[src/rtl/uart_pkg.sv]
// rtl/uart_pkg.sv - shared UART constants and transmitter state encoding
package uart_pkg;

    localparam int UART_CLKS_PER_BIT  = 104;
    localparam int UART_BITS_PER_BYTE = 8;

    typedef enum logic [1:0] {
        ST_IDLE  = 2'd0,
        ST_START = 2'd1,
        ST_DATA  = 2'd2,
        ST_STOP  = 2'd3
    } uart_state_e;

endpackage

[src/rtl/uart_bit_timer.sv]
// rtl/uart_bit_timer.sv - per-bit cycle counter with end-of-bit tick
module uart_bit_timer
    import uart_pkg::*;
#(
    parameter int CLKS_PER_BIT = UART_CLKS_PER_BIT
) (
    input  logic clk,
    input  logic rst_n,
    input  logic en,
    input  logic restart,
    output logic bit_end
);

    localparam int CNT_W = (CLKS_PER_BIT > 1) ? $clog2(CLKS_PER_BIT) : 1;
    localparam logic [CNT_W-1:0] CNT_LAST = CNT_W'(CLKS_PER_BIT - 1);

    logic [CNT_W-1:0] cnt_q;
    logic [CNT_W-1:0] cnt_d;

    // restart wins over en so a new frame always begins on a full bit period
    always_comb begin
        cnt_d   = cnt_q;
        bit_end = 1'b0;
        if (restart) begin
            cnt_d = '0;
        end else if (en) begin
            if (cnt_q == CNT_LAST) begin
                cnt_d   = '0;
                bit_end = 1'b1;
            end else begin
                cnt_d = cnt_q + CNT_W'(1);
            end
        end
    end

    always_ff @(posedge clk or negedge rst_n) begin
        if (!rst_n) begin
            cnt_q <= '0;
        end else begin
            cnt_q <= cnt_d;
        end
    end

endmodule

[src/rtl/uart_tx_two_byte.sv]
// rtl/uart_tx_two_byte.sv - edge-triggered 8N1 transmitter for a two-byte response
module uart_tx_two_byte
    import uart_pkg::*;
#(
    parameter int CLKS_PER_BIT = UART_CLKS_PER_BIT
) (
    input  logic       clk,
    input  logic       rst_n,
    input  logic       start,
    input  logic [7:0] byte0,
    input  logic [7:0] byte1,
    output logic       tx,
    output logic       busy,
    output logic       done
);

    uart_state_e state_q, state_d;
    logic [15:0] shift_q, shift_d;
    logic [2:0]  bit_idx_q, bit_idx_d;
    logic        byte_idx_q, byte_idx_d;
    logic        start_prev_q, start_prev_d;
    logic        tx_q, tx_d;
    logic        busy_q, busy_d;
    logic        done_q, done_d;
    logic        trigger;
    logic        bit_end;

    assign trigger = (state_q == ST_IDLE) && start && !start_prev_q;

    uart_bit_timer #(
        .CLKS_PER_BIT(CLKS_PER_BIT)
    ) u_bit_timer (
        .clk    (clk),
        .rst_n  (rst_n),
        .en     (state_q != ST_IDLE),
        .restart(trigger),
        .bit_end(bit_end)
    );

    // tx_d is computed for the state being entered so the line flop changes
    // on the same edge as the state register
    always_comb begin
        state_d      = state_q;
        shift_d      = shift_q;
        bit_idx_d    = bit_idx_q;
        byte_idx_d   = byte_idx_q;
        start_prev_d = start;
        tx_d         = tx_q;
        busy_d       = busy_q;
        done_d       = 1'b0;

        case (state_q)
            ST_IDLE: begin
                tx_d   = 1'b1;
                busy_d = 1'b0;
                if (trigger) begin
                    shift_d    = {byte1, byte0};
                    byte_idx_d = 1'b0;
                    bit_idx_d  = 3'd0;
                    state_d    = ST_START;
                    tx_d       = 1'b0;
                    busy_d     = 1'b1;
                end
            end
            ST_START: begin
                if (bit_end) begin
                    state_d = ST_DATA;
                    tx_d    = shift_q[0];
                end
            end
            ST_DATA: begin
                if (bit_end) begin
                    shift_d   = {1'b0, shift_q[15:1]};
                    bit_idx_d = bit_idx_q + 3'd1;
                    if (bit_idx_q == 3'(UART_BITS_PER_BYTE - 1)) begin
                        state_d = ST_STOP;
                        tx_d    = 1'b1;
                    end else begin
                        tx_d = shift_q[1];
                    end
                end
            end
            ST_STOP: begin
                if (bit_end) begin
                    if (!byte_idx_q) begin
                        byte_idx_d = 1'b1;
                        state_d    = ST_START;
                        tx_d       = 1'b0;
                    end else begin
                        state_d = ST_IDLE;
                        tx_d    = 1'b1;
                        busy_d  = 1'b0;
                        done_d  = 1'b1;
                    end
                end
            end
            default: begin
                state_d = ST_IDLE;
                tx_d    = 1'b1;
                busy_d  = 1'b0;
            end
        endcase
    end

    // start_prev resets high so a request already asserted at reset release is ignored
    always_ff @(posedge clk or negedge rst_n) begin
        if (!rst_n) begin
            state_q      <= ST_IDLE;
            shift_q      <= '0;
            bit_idx_q    <= '0;
            byte_idx_q   <= 1'b0;
            start_prev_q <= 1'b1;
            tx_q         <= 1'b1;
            busy_q       <= 1'b0;
            done_q       <= 1'b0;
        end else begin
            state_q      <= state_d;
            shift_q      <= shift_d;
            bit_idx_q    <= bit_idx_d;
            byte_idx_q   <= byte_idx_d;
            start_prev_q <= start_prev_d;
            tx_q         <= tx_d;
            busy_q       <= busy_d;
            done_q       <= done_d;
        end
    end

    assign tx   = tx_q;
    assign busy = busy_q;
    assign done = done_q;

endmodule

[config.mk]
export PLATFORM = sky130hd
export DESIGN_NAME = uart_tx_two_byte
export DESIGN_NICKNAME = d
export VERILOG_FILES = /design/src/rtl/uart_pkg.sv /design/src/rtl/uart_bit_timer.sv /design/src/rtl/uart_tx_two_byte.sv
export SDC_FILE = /design/constraint.sdc
export NUM_CORES = 1
export LEC_CHECK = 0
export CORE_AREA = 2 2 60 62
export DETAILED_ROUTE_END_ITERATION = 10
export DIE_AREA = 0 0 62 64
export MAX_ROUTING_LAYER = met4
export PLACE_DENSITY = 0.76
export SETUP_SLACK_MARGIN = 0.05
export SYNTH_ARGS = -nofsm -noshare
export SYNTH_HDL_FRONTEND = slang
export SYNTH_SLANG_ARGS = --single-unit
[constraint.sdc]
create_clock -name clk -period 3.2 [get_ports clk]
set_input_delay 0.64 -clock clk [delete_from_list [all_inputs] [get_ports clk]]
set_output_delay 0.64 -clock clk [all_outputs]
set_load 0.05 [all_outputs]
=== After elaboration in Yosys (flattened, before gate mapping) ===
Index checks and enable logic that the tools add are counted.

* Register bits: 33
* Input bits: 19
* Output and inout port bits: 3
* Logic and storage cells: 70

* Add/subtract/negate cells: 2
* Equal/unequal tests: 11
* Muxes and demuxes: 35
* Reductions and logical operators: 13

{| class="wikitable"
|+ Operators with widths
! cell !! number
|-
| $mux W16 || 2
|-
| $pmux W16 S2 || 1
|-
| $mux W7 || 3
|-
| $mux W1 || 17
|-
| $ne A2 B2 Y1 const B || 6
|-
| $reduce_and A3 Y1 || 4
|-
| $mux W2 || 5
|-
| $pmux W2 S4 || 1
|-
| $reduce_bool A2 Y1 || 4
|-
| $add A7 B1 Y7 const B || 1
|-
| $eq A7 B7 Y1 const B || 1
|-
| $mux W3 || 2
|-
| $pmux W3 S2 || 1
|-
| $reduce_and A5 Y1 || 1
|-
| $eq A2 B2 Y1 const B || 2
|-
| $pmux W1 S2 || 2
|-
| $pmux W1 S4 || 1
|-
| $add A3 B1 Y3 const B || 1
|-
| $eq A3 B3 Y1 const B || 1
|-
| $eq A2 B1 Y1 const B || 1
|-
| $logic_and A1 B1 Y1 || 2
|-
| $logic_not A2 Y1 || 1
|-
| $logic_not A1 Y1 || 1
|}

=== Depth between registers and ports, before layout ===
Gate-level depths: netlist of the first run.

* Word-level depth: 6
* Mapped depth: 7
* Mapped depth without buffers: 6

=== Hierarchy ===
A second synthesis of the first run with hierarchy kept.

* Cell total of the unflattened synthesis: 173
* Area, all modules: 1,757.9 µm²

{| class="wikitable"
|+ By module, submodules not included
! module !! times used !! cells an instance !! area each (µm²) !! seq. area each (µm²)
|-
| uart_tx_two_byte || 1 || 126 || 1,333.8 || 653.1
|-
| uart_bit_timer || 1 || 47 || 424.2 || 175.2
|}

=== Worst setup path after synthesis of the first run ===
Ideal clock, no wire load.

* Path type: register -> register
* Start: register state_q[0]
* End: register state_q[1]
* Library setup time: 0.122 ns
* Arrival: 1.635 ns
* Data required time: 3.078 ns
* Slack: 1.444 ns
* Cell stages (with the launch flop): 7
* Path buffers: 0
* Clock period less this slack: 1.756 ns
* Path through: dfrtp_1 inv_1 ha_1 nor4b_4 a21oi_1 or3_1 a32o_1

* Longest elaborated chain between the ends: 6
* Elaborated cells between the ends (all ways): 16
* Classes of those cells: 8 x eq/ne; 3 x mux; 5 x reduce/logical

{| class="wikitable"
|+ RTL lines
! element !! RTL line !! text
|-
| start, declared || uart_tx_two_byte.sv:17 || <nowiki>uart_state_e state_q, state_d;</nowiki>
|-
| start signal, assigned || uart_tx_two_byte.sv:117 || <nowiki>state_q <= state_d;</nowiki>
|-
| $logic_not A2 Y1 || uart_tx_two_byte.sv:28, uart_tx_two_byte.sv:52 ||
|-
| $logic_and A1 B1 Y1 (2 in a row) || uart_tx_two_byte.sv:28 || <nowiki>assign trigger = (state_q == ST_IDLE) && start && !start_prev_q;</nowiki>
|-
| $mux W1 || uart_bit_timer.sv:24 || <nowiki>if (restart) begin</nowiki>
|-
| $ne A2 B2 Y1 (no line) || - ||
|-
| $reduce_and A5 Y1 (no line) || - ||
|}

Several ways; a longest one is shown, not always the timed one.
A chain may end at the register's enable or synchronous reset.

=== Final worst setup path of the first run ===
* Start: register state_q[1]
* End: register shift_q[5]

* Longest elaborated chain between the ends: 6
* Elaborated cells between the ends (all ways): 12
* Classes of those cells: 3 x eq/ne; 3 x mux; 6 x reduce/logical

{| class="wikitable"
|+ RTL lines
! element !! RTL line !! text
|-
| $logic_not A2 Y1 || uart_tx_two_byte.sv:28, uart_tx_two_byte.sv:52 ||
|-
| $logic_and A1 B1 Y1 (2 in a row) || uart_tx_two_byte.sv:28 ||
|-
| $mux W1 || uart_bit_timer.sv:24 ||
|-
| $ne A2 B2 Y1 (no line) || - ||
|-
| $reduce_and A3 Y1 (no line) || - ||
|-
| end signal, assigned || uart_tx_two_byte.sv:118 || <nowiki>shift_q <= shift_d;</nowiki>
|-
| end, declared || uart_tx_two_byte.sv:18 || <nowiki>logic [15:0] shift_q, shift_d;</nowiki>
|}

Several ways; a longest one is shown, not always the timed one.

==> results of run 1 <==
## area by class of cell
class	count	share of cell area (%)
Multi-Input combinational cell	126	42.0
Timing Repair Buffer	23	11.1
Sequential cell	33	40.7
Inverter	5	0.923
Tap cell	46	2.83
Clock buffer	8	2.40
## sequential cells by signal (all words and copies together) (netlist names)
signal	flops
bit_idx_q	3
busy	1
state_q	2
start_prev_q	1
done	1
u_bit_timer.cnt_q	7
shift_q	16
tx	1
byte_idx_q	1
## final timing paths
path / end / slack (ns) / cells past startpoint
max: shift_q[5] / 0.52 / 5
min: shift_q[10] / 0.49 / 2
max reg2reg: shift_q[5] / 0.52 / 5
min reg2reg: shift_q[10] / 0.49 / 2
max in group asynchronous: tx / 2.16 / 2
min in group asynchronous: state_q[1] / 0.70 / 2
## report_power, final
part / internal (mW) / switching (mW) / total, mW / leakage [nW]
registers: 0.583 / 0.128 / 0.711 / 0.417
clock network: 0.0876 / 0.134 / 0.222 / 0.0265
logic: 0.335 / 0.402 / 0.737 / 0.450
## placed cells by master, fill, tap and decap left out, types with 3 or more instances in the layout
master,Yosys,layout
dfrtp_1,31,31
nand2_1,24,24
o21ai_0,22,22
clkdlybuf4s50_1,0,21
mux2i_1,15,15
a21oi_1,9,9
ha_1,8,8
nor2_1,6,6
inv_1,5,5
a22o_1,5,5
clkbuf_4,0,5
and3_1,4,4
a31oi_1,5,4
nor2b_1,4,4
nand3_1,3,3
a21o_1,3,3
clkbuf_1,2,3
## through the flow
step | instance area, um^2 | worst slack [ns] | power [mW]
final | 2030 | 0.521 | 1.67
after detailed placement | 1980 | 0.508 | 1.46
after global routing | 2030 | 0.283 | 1.82
after floorplan | 1740 | 1.44 | 1.27
after CTS | 2030 | 0.505 | 1.68
after global placement | 1980 | 0.625 | 1.41
## cell families (layout without fill, tap and decap cells)
| group | count (synthesis) | after routing |
|---|---|---|
| compound gates | 51 | 51 |
| xor+xnor | 2 | 2 |
| fa+ha+maj | 8 | 8 |
| buf+inv | 14 | 36 |
| flops | 33 | 33 |
| mux | 17 | 17 |
| simple gates | 48 | 48 |
## routing by layer
metal	share of wire, %	track usage (%)
met1	46	25.1
met2	48	31.5
met3	3.6	4.66
met4	1.7	10.4
met5	0	-
## critical path, stage by stage (launching register included)
cell,delay (ns)
dfrtp_1,0.43
inv_1,0.13
ha_1,0.49
nor4b_4,0.14
a31oi_2,0.98
o21ai_0,0.30
==> run summary, run 1 <==
Initial antenna violation count: 0
Fmax achieved: 373 MHz
Clk pin slew, worst setup/hold paths: 0.10 ns
DP Cell Count: 233
FF+latch count, synth: 33
Adder-cell area share of the yosys netlist: 5.75%
Final period util: 83.7%
Die Wd: 62 um
Initial Utilization: 53.0%
Max cap viols: 0
Simple-gate share of the synthesized area: 14.2%
Worst-margin pin slew: 1.19 ns
Hold wc startpoint: shift_q[10]
DRC: 0
Fin Hold WS: 0.491 ns
Worst EP arrival: 2.82 ns
Die Y: 64 um
Netlist cell types: 33
Skew final: 0.0108 ns
Tmin final: 2.68 ns
CP startpoint: state_q[1]
Routed len/inst: 13.8 um
Core Area: 3280 um^2
Startpoint types: flop
Setup TNS after final layout: 0 ns
Synth top area share: 44.6%
Finished Layout Cells: 241
Synth area leader: dfrtp_1
Critical Path Sink Type: flop
HPWL after DPL: 2370 um
Final core occ: 61.9%
Clk sinks: 33
Number of synthesized flops with an enable pin: 0
First-pass GRT wire length: 5910 um
RSZ-0062 raised after global routing: false
Status: completed
Post-synthesis xor/xnor area fraction: 1.01%
Post_cts resized: 0
Synth warn: 0
DRT iter0 DRCs: 53
Grt total ovfl: 0
Detail Route Antenna Nets: 0
Largest family of logic cells by synthesized area: compound AO/OA/AOI/OAI gates
Layout cells sized above 1: 6.67%
Num CTS Buffers: 5
Die area: 3970 um^2
Final Wtd Congestion: 0.865
Final-layout fill cell count: 283
Area grow syn2layout: 16.8%
# nets final: 221
Fin. Hold Viols: 0
Critical Path Fanout Max: 33
Setup-failing EPs final: 0
Final wirelength: 3330 um
Seq/Total Area, Yosys: 47.6%
LEAKAGE: 0.894 nW
Seq. cell area: 828 um^2
Most common flop cell mapped by yosys: dfrtp_1
GRT Util Overall: 20.6%
Synth async-reset ratio: 100%
Multi-input gate area: 855 um^2
Compound-Gate Fraction of Synth Area: 17.8%
Worst vdd ir: 338 uV
Critical path class: reg2reg
H-Tree Depth: 2
Max_slew headroom: 20.2%
Cts hold-fix bufs: 0
Post-synth top cells: dfrtp_1 (31), nand2_1 (24), o21ai_0 (22), mux2i_1 (15), a21oi_1 (9)
HP Class: reg2reg
Clk_lat worst skew: 0.33 ns
CTS tree: yes
Post-CTS Setup Bufs: 0
Largest net degree at the start of global routing: 34
Clk root buf: clkbuf_4
Max Slew Vio Count: 0
Cell area after synthesis: 1740 um^2
Max clock buf depth: 2
Ant diodes: 0
PwrDens: 821 nW/um^2
Vias per Instance: 5.51
Worst EP required: 3.34 ns
Syn nets: 200
Router iterations before antenna repair: 4
Reg2reg start: state_q[1]
I/O pins: 22
Port Buffers: 21
Count leader, synth: dfrtp_1
Avg Cell Area, Syn: 10.1 um^2
Standard-cell rows: 21
Area contributors post-synth: dfrtp_1 (45%), mux2i_1 (8.6%), o21ai_0 (6.3%)
Vias in the first global route: 1325
Vias: 1328
Cell count after synthesis: 173
Post-synthesis mux area share: 9.92%
Power figures use the tool's default switching activity.
==> run 2: changes to the inputs <==
CORE_AREA = 2 2 63 65   (was 2 2 60 62)
DIE_AREA = 0 0 65 67   (was 0 0 62 64)
PLACE_DENSITY = 0.73   (was 0.76)
clock period = 2.38 ns   (was 3.2 ns; I/O delays follow)
==> run 2 against run 1 <==
  * Core utilization decreased by 3.8 points
  * Highest routed layer unchanged
  * Critical path depth increased by 1
  * Wire length about the same
  * Flip-flop and latch count unchanged
  * Largest cell class unchanged
  * Cell area increased by 3.1%
==> run summary, run 2 (synthesized netlist as in run 1, its figures left out) <==
H-Tree Depth: 2 (unchanged)
Fin Hold WS: 0.485 ns (-0.00627 ns)
Port Buffers: 21 (unchanged)
Clk root buf: clkbuf_8
Setup TNS after final layout: 0 ns (unchanged)
Vias per Instance: 5.32 (-3.4%)
Die Y: 67 um (+4.7%)
Placed Area: 2000 um^2 (+0.88%)
DRC: 0 (unchanged)
HP Class: reg2reg
Ant diodes: 0 (unchanged)
Clk pin slew, worst setup/hold paths: 0.07 ns (-0.03 ns)
Biggest register: shift_q
Final Wtd Congestion: 0.790 (-8.7%)
Clk_lat worst skew: 0.29 ns (-0.04 ns)
Detail Route Antenna Nets: 0 (unchanged)
Fin. Hold Viols: 0 (unchanged)
PwrDens: 1130 nW/um^2 (+38%)
First-pass GRT wire length: 6000 um (+1.5%)
Critical Path Sink Type: flop
Worst-margin pin slew: 0.716 ns (-0.477 ns)
Core Area: 3610 um^2 (+9.8%)
Num CTS Buffers: 5 (unchanged)
Clk sinks: 33 (unchanged)
Layout cells sized above 1: 8.12% (+1.5 points)
Die area: 4360 um^2 (+9.8%)
Vias in the first global route: 1301 (-1.8%)
Place WS: -0.158 ns (-0.666 ns)
Standard-cell rows: 22 (+4.8%)
Startpoint types: flop
Routed len/inst: 13.6 um (-1.5%)
Cell family with most CP delay: simple AND/OR/NAND/NOR gates
Area grow syn2layout: 20.5%
# nets final: 223 (+0.90%)
LEAKAGE: 0.919 nW (+2.8%)
Max_slew headroom: 52.2% (+32 points)
I/O pins: 22 (unchanged)
Skew final: 0.00760 ns (-0.00318 ns)
Largest regs: shift_q x16, u_bit_timer.cnt_q x7, bit_idx_q x3
Final worst setup slack: 0.284 ns (-0.238 ns)
Initial antenna violation count: 0 (unchanged)
Worst EP required: 2.55 ns (-0.79 ns)
RSZ-0062 raised after global routing: false
Max Slew Vio Count: 0 (unchanged)
Critical Path, Cell by Cell: inv_1, ha_1, nor4b_4, a21oi_1, or3_1, a32o_1
Max clock buf depth: 2 (unchanged)
Status: completed
Critical path class: reg2reg
CTS tree: yes
Critical-path top delay cell: nor4b_4
Final wirelength: 3330 um (about the same)
Router iterations before antenna repair: 4 (unchanged)
Worst EP arrival: 2.26 ns (-0.56 ns)
Commonest non-fill, non-tap cell in the layout: dfrtp_1
Cts hold-fix bufs: 0 (unchanged)
Max cap viols: 0 (unchanged)
Final period util: 88.1% (+4.4 points)
Finished Layout Cells: 245 (+1.7%)
GRT Util Overall: 18.8% (-1.8 points)
Grt total ovfl: 0 (unchanged)
Multi-input gate area: 870 um^2 (+1.8%)
Initial Utilization: 48.3% (-4.7 points)
Largest register FFs: 16 (unchanged)
Critical Path Fanout Max: 7 (-79%)
Tmin final: 2.10 ns (-0.582 ns)
Largest net degree at the start of global routing: 34 (unchanged)
Final-layout fill cell count: 317 (+12%)
Die Wd: 65 um (+4.8%)
Worst vdd ir: 438 uV (+29%)
Critical path's largest stage delay: 0.47 ns (-0.51 ns)
Buf+Inv Stages, Crit Path: 1 (unchanged)
Fmax achieved: 477 MHz (+28%)
Vias: 1304 (-1.8%)
DP Cell Count: 237 (+1.7%)
Design Area, Final: 2100 um^2 (+3.1%)
DRT iter0 DRCs: 84 (+58%)
Seq. cell area: 828 um^2 (unchanged)
HPWL after DPL: 2360 um (-0.45%)
Setup-failing EPs final: 0 (unchanged)
Commonest cells after routing, fill and taps aside: dfrtp_1 (31), nand2_1 (24), o21ai_0 (22), clkdlybuf4s50_1 (21), mux2i_1 (15)
-- run 2: cell types whose count changed in the layout (fill, tap and decap cells not counted), sizes merged --
| cell | before | now |
|---|---|---|
| buf | 2 | 4 |
-- run 2: layout make-up --
class	instances	share of cell area (%)
Timing Repair Buffer	25	11.5
Inverter	5	0.895
Sequential cell	33	39.5
Tap cell	48	2.86
Clock buffer	8	3.82
Multi-Input combinational cell	126	41.5
-- run 2: worst paths after layout --
check	from	to	slack (ns)	cells past startpoint
max in group asynchronous	rst_n	start_prev_q	1.46	2
min in group asynchronous	rst_n	busy	0.59	2
setup / recovery	state_q[0]	state_q[1]	0.28	6
hold / removal	shift_q[2]	shift_q[2]	0.48	2
hold reg to reg	shift_q[2]	shift_q[2]	0.48	2
setup reg to reg	state_q[0]	state_q[1]	0.28	6
-- run 2: metrics by stage --
step	util, %	power (mW)
2_1_floorplan	-	1.71
3_3_place_gp	55.5	1.91
3_5_place_dp	55.5	1.97
4_1_cts	58.0	2.39
5_1_grt	58.2	2.59
6_report	58.2	2.37
-- run 2: report_power, final --
part / switching [mW] / internal, mW
sequential: 0.173 / 0.785
clock: 0.189 / 0.207
combinational: 0.547 / 0.468
-- run 2: routing by layer --
layer / track usage (%) / wire length [um] / vias to the layer above
li1: - / - / 660
met1: 21.6 / 1460 / 604
met2: 31.2 / 1650 / 34
met3: 5.74 / 186 / 6
met4: 7.18 / 43 / 0
met5: - / 0 / -
-- run 2: repair_timing --
| action | in CTS | in global routing |
|---|---|---|
| pin swaps | 0 | 0 |
| endpoints found under the setup margin | 15 | 17 |
| resized for setup | 1 | 1 |
| buffers inserted | 0 | 0 |
-- run 2: worst register-to-register path, stage by stage, from the launching register on --
cell,delay [ns]
dfrtp_1,0.41
inv_1,0.11
ha_1,0.29
nor4b_4,0.47
a21oi_1,0.16
or3_1,0.32
a32o_1,0.21
==> patch 1: new RTL, flow settings as in run 2 <==
Encoding of `uart_state_e`: now Gray code (2 bits for 4 states).
--- a/src/rtl/uart_pkg.sv
+++ b/src/rtl/uart_pkg.sv
@@ -7,6 +7,6 @@
     typedef enum logic [1:0] {
-        ST_IDLE  = 2'd0,
-        ST_START = 2'd1,
-        ST_DATA  = 2'd2,
-        ST_STOP  = 2'd3
+        ST_IDLE  = 2'b00,
+        ST_START = 2'b01,
+        ST_DATA  = 2'b11,
+        ST_STOP  = 2'b10
     } uart_state_e;
Check against the original RTL: same outputs for any inputs over 10 cycles, from zero or initial values and one cycle with rst_n low; not proved beyond that.
==> patch 1 against run 2 <==
Global-route usage decreased by 1.6 points. Synthesized area decreased by 4.2%. Wire length decreased by 6.3%. Sequential cell count unchanged. Worst hold slack got worse by 0.0045 ns. Worst setup slack improved by 0.0016 ns. Final area decreased by 4.4%. Die area unchanged. First-iteration DRC count increased by 33%.
Power is not compared: it rests on default switching activity, and its combinational part moved more than twofold at a synthesized area within 25%.
==> patch 1: results (changes against run 2) <==
metric,value,unit,change
fillers,325,,+2.5%
use_met3,6.08,%,+0.34 points
wl_met3,128,µm,-31%
synth.distinct_cells,41,,+24%
worst_r2r_startpoint,u_bit_timer.cnt_q[3],,
finalNetCount,191,,-14%
pin_slew_with_the_least_headroom_to_its_limit,0.654,ns,-0.0623 ns
post-place-ws,0.167,ns,+0.326 ns
post_drt_wl_per_cell,14.3,µm,+5.3%
synth_mux_area_share,4.35,%,-5.6 points
detailroute.wirelength.met2,1.48,mm,-9.9%
timing.critical_path.max_delay_family,buffers and inverters,,
yosys.area_share.xor_xnor,0,%,-1.0 points
grtUsageMet2,27.2,%,-4.0 points
outcome,completed,,
postSynthNetCount,170,,-15%
cts_resized,0,,-1
hp-start,bit_idx_q[0],,
synth_common_cells,"31 x dfrtp_1, 15 x nand2b_1, 10 x nand3_1",,
crit_fanout,2,,-5
first_pass_grt_wire_length,5.47,mm,-8.8%
drive_above_1_share,15.9,%,+7.8 points
synth_adder_area_share,2.25,%,-3.5 points
crit-reg2reg-capture,shift_q[6],,
dp_cells,210,,-11%
synth.avg_cell_area,11.3,µm²,+12%
r2r_cells,3,,-3
fin_worst_hold_slack,0.480,ns,-0.00445 ns
timing.reg2reg.setup_slack,0.33,ns,+0.05 ns
fmaxAchievable,477,MHz,about the same
yosys-top-cells-area,"dfrtp_1 47%, nand2b_1 5.6%, o221a_1 5.4%",,
min_delay_path_depth,1,,-1
wirelength_met1,1.45,mm,-0.27%
final.setup_skew,0.00573,ns,-0.00187 ns
detailedRoute.firstIterationViolations,112,,+33%
instances_no_fill,218,,-11%
worst_ep_arrival_time,1.62,ns,-0.64 ns
hpwlAfterDp,2.20,mm,-6.6%
postPlaceCellArea,0.00190,mm²,-4.9%
grtUsageTotal,17.2,%,-1.6 points
standard_cell_with_the_maximum_stage_delay_on_the_critical_path,clkdlybuf4s50_1,,
-- patch 1: area by class of cell --
type / count / area [µm²] / area share, %
Tap cell: 48 / 60.1 / 3.00
Multi-Input combinational cell: 99 / 756 / 37.7
Clock inverter: 1 / 5.00 / 0.250
Clock buffer: 7 / 96.3 / 4.81
Sequential cell: 33 / 828 / 41.3
Inverter: 5 / 18.8 / 0.936
Timing Repair Buffer: 25 / 240 / 12.0
-- patch 1: power breakdown --
part / total (W) / switching, W / leakage, nW / internal (W)
Combinational: 0.0000561 / 0.0000212 / 0.355 / 0.0000349
Sequential: 0.000568 / 0.00000240 / 0.420 / 0.000566
Clock: 0.000462 / 0.000201 / 0.0542 / 0.000261
-- patch 1: worst reg2reg max path, cell delays in order (launching register included) --
cell	delay [ns]
dfrtp_1	0.46
or3b_4	0.45
or3_1	0.65
o221a_2	0.39
==> patch 2: new RTL, settings of run 2 <==
Made on the original files. Set the package constant `UART_CLKS_PER_BIT` to 52 (it was 104).
--- a/src/rtl/uart_pkg.sv
+++ b/src/rtl/uart_pkg.sv
@@ -3,3 +3,3 @@
 
-    localparam int UART_CLKS_PER_BIT  = 104;
+    localparam int UART_CLKS_PER_BIT  = 52;
     localparam int UART_BITS_PER_BYTE = 8;
Behaviour: no difference found for any inputs over 10 cycles, from zero or initial values and one cycle with rst_n low; that may be too few to reach the edited logic, so the function may still have changed.
==> patch 2 against run 2 <==
Count of clock-buffer cells in the layout fell by 1. Worst setup slack improved by 0.023 ns. Final area fell by 2.8%. Sequential cell count fell by 1. Global-route usage fell by 0.34 points. Sequential share of layout area fell by 0.088 points. Wire length fell by 0.42%. Synthesized area fell by 1.8%. Die area did not move.
Power is not compared: it rests on default switching activity, and its combinational part moved more than twofold at a synthesized area within 25%.
==> patch 2: results (changes against run 2) <==
metric,value,unit,change
outcome,completed,,
io_buffers,21,,unchanged
postSynthNetCount,192,,-4.0%
cts_setup_buffers,0,,unchanged
cts_resized,0,,-1
standard_cell_with_the_maximum_stage_delay_on_the_critical_path,clkdlybuf4s50_1,,
fillers,322,,+1.6%
cpPeakStageDelay,0.79,ns,+0.32 ns
cts_max_path_bufs,2,,unchanged
ys.warnings.count,0,,unchanged
synth_adder_area_share,5.86,%,+0.11 points
grt_max_degree,33,,-2.9%
number_of_global_route_vias_before_repair,1346,,+3.5%
leakage,0.831,nW,
synth_common_cells,"30 x dfrtp_1, 19 x nor2_1, 17 x mux2i_1",,
cts_root_buffer,clkbuf_8,,
synth.distinct_cells,45,,+36%
width_of_the_die,65,µm,unchanged
yosys-top-cells-area,"dfrtp_1 44%, mux2i_1 10%, ha_1 5.9%",,
final.setup_skew,0.00775,ns,+0.000149 ns
post_drt_wl_per_cell,14.0,µm,+2.9%
hold_path.class,flip-flop to flip-flop,,
detailedRoute.firstIterationViolations,63,,-25%
async_set_reset_flop_share_out_of_synthesis,100,%,unchanged
place_congestion,0.815,,+3.2%
antenna_cells,0,,unchanged
clock_tree.htree_level_count,2,,unchanged
drt_pass1_iterations,4,,unchanged
antenna_found_initial,0,,unchanged
tritoncts.num_buffers,5,,unchanged
register_containing_the_most_flip_flops_in_the_final_layout,shift_q,,
clk-insertion-delay-late,0.28,ns,
reg.largest.list,"shift_q (16), u_bit_timer.cnt_q (6), bit_idx_q (3)",,
synth_seq_area_share,47.0,%,-0.59 points
pin_slew_with_the_least_headroom_to_its_limit,0.492,ns,-0.224 ns
first_pass_grt_wire_length,5.92,mm,-1.3%
post_drt_via_cell_ratio,5.42,,+1.8%
worst_ep_arrival_time,1.60,ns,-0.66 ns
hpwlAfterDp,2.39,mm,+1.4%
timing.critical_path.max_delay_family,buffers and inverters,,
yosys.area_share.xor_xnor,1.54,%,+0.53 points
postPlaceCellArea,0.00196,mm²,-2.2%
drive_above_1_share,10.6,%,+2.5 points
synthesized_area_fraction_occupied_by_ao_oa_aoi_and_oai_cells,14.9,%,-3.0 points
synth_mux_area_share,12.2,%,+2.2 points
crit_fanout,2,,-5
postSynth.topFlopCell,dfrtp_1,,
power.ir.vdd_worst,0.000326,V,
clk_pin_slew,0.06,ns,
grtUsageTotal,18.5,%,-0.34 points
finalNetCount,215,,-3.6%
[patch 2: changes by cell type in the layout (fill, tap and decap cells not counted), moves of 3 or more]
cell,before,now
a31oi_1,4,1
nor2b_1,4,1
a21oi_1,9,14
o21ai_0,22,5
nor2_1,6,19
nand2_1,24,10
nand3_1,3,6
a22o_1,5,1
o21ai_1,0,7
[patch 2: cells by family after synthesis]
family,Yosys count
buffers and inverters,13
xor gates and xnor gates,3
and+or+nand+nor,49
muxes,20
AOI/OAI and AO/OA,40
DFF,32
adders and majority gates,8
[patch 2: final timing paths]
path / startpoint / endpoint / slack [ns] / depth (start not counted)
min in group asynchronous: rst_n / u_bit_timer.cnt_q[0] / 0.60 / 2
min reg2reg: u_bit_timer.cnt_q[0] / u_bit_timer.cnt_q[0] / 0.53 / 1
max in group asynchronous: rst_n / tx / 1.45 / 2
max reg2reg: state_q[0] / tx / 0.39 / 6
min: u_bit_timer.cnt_q[0] / u_bit_timer.cnt_q[0] / 0.53 / 1
max: tx / tx / 0.31 / 1
[patch 2: area by class of cell]
| type | instances | area share (%) |
|---|---|---|
| multi-input cells | 120 | 41.2 |
| clock buffers | 7 | 3.74 |
| repair buffers | 24 | 11.4 |
| well taps | 48 | 2.95 |
| clock inverters | 1 | 0.246 |
| inverters | 5 | 1.04 |
| flip-flops and latches | 32 | 39.4 |
[patch 2: stage by stage]
stage | total power [W] | util [%] | setup WS [ns] | instances
floorplan | 0.000593 | - | 0.608 | 165
global placement | 0.000638 | 54.3 | 0.387 | 229
detailed placement | 0.000641 | 54.3 | 0.336 | 229
CTS | 0.00103 | 56.5 | 0.295 | 237
global route | 0.00106 | 56.5 | 0.246 | 237
finish | 0.00102 | 56.5 | 0.307 | 237
[patch 2: report_power, final]
group	internal [W]	switching, W
combinational	0.0000392	0.0000252
sequential	0.000558	0.00000758
clock	0.000205	0.000186
[patch 2: per-layer routing]
| metal | routed length (µm) | global-route usage [%] | vias up |
|---|---|---|---|
| li1 | - | - | 626 |
| met3 | 139 | 3.89 | 4 |
| met1 | 1480 | 21.2 | 625 |
| met4 | 43 | 10.1 | 0 |
| met2 | 1660 | 30.4 | 29 |
| met5 | 0 | - | - |
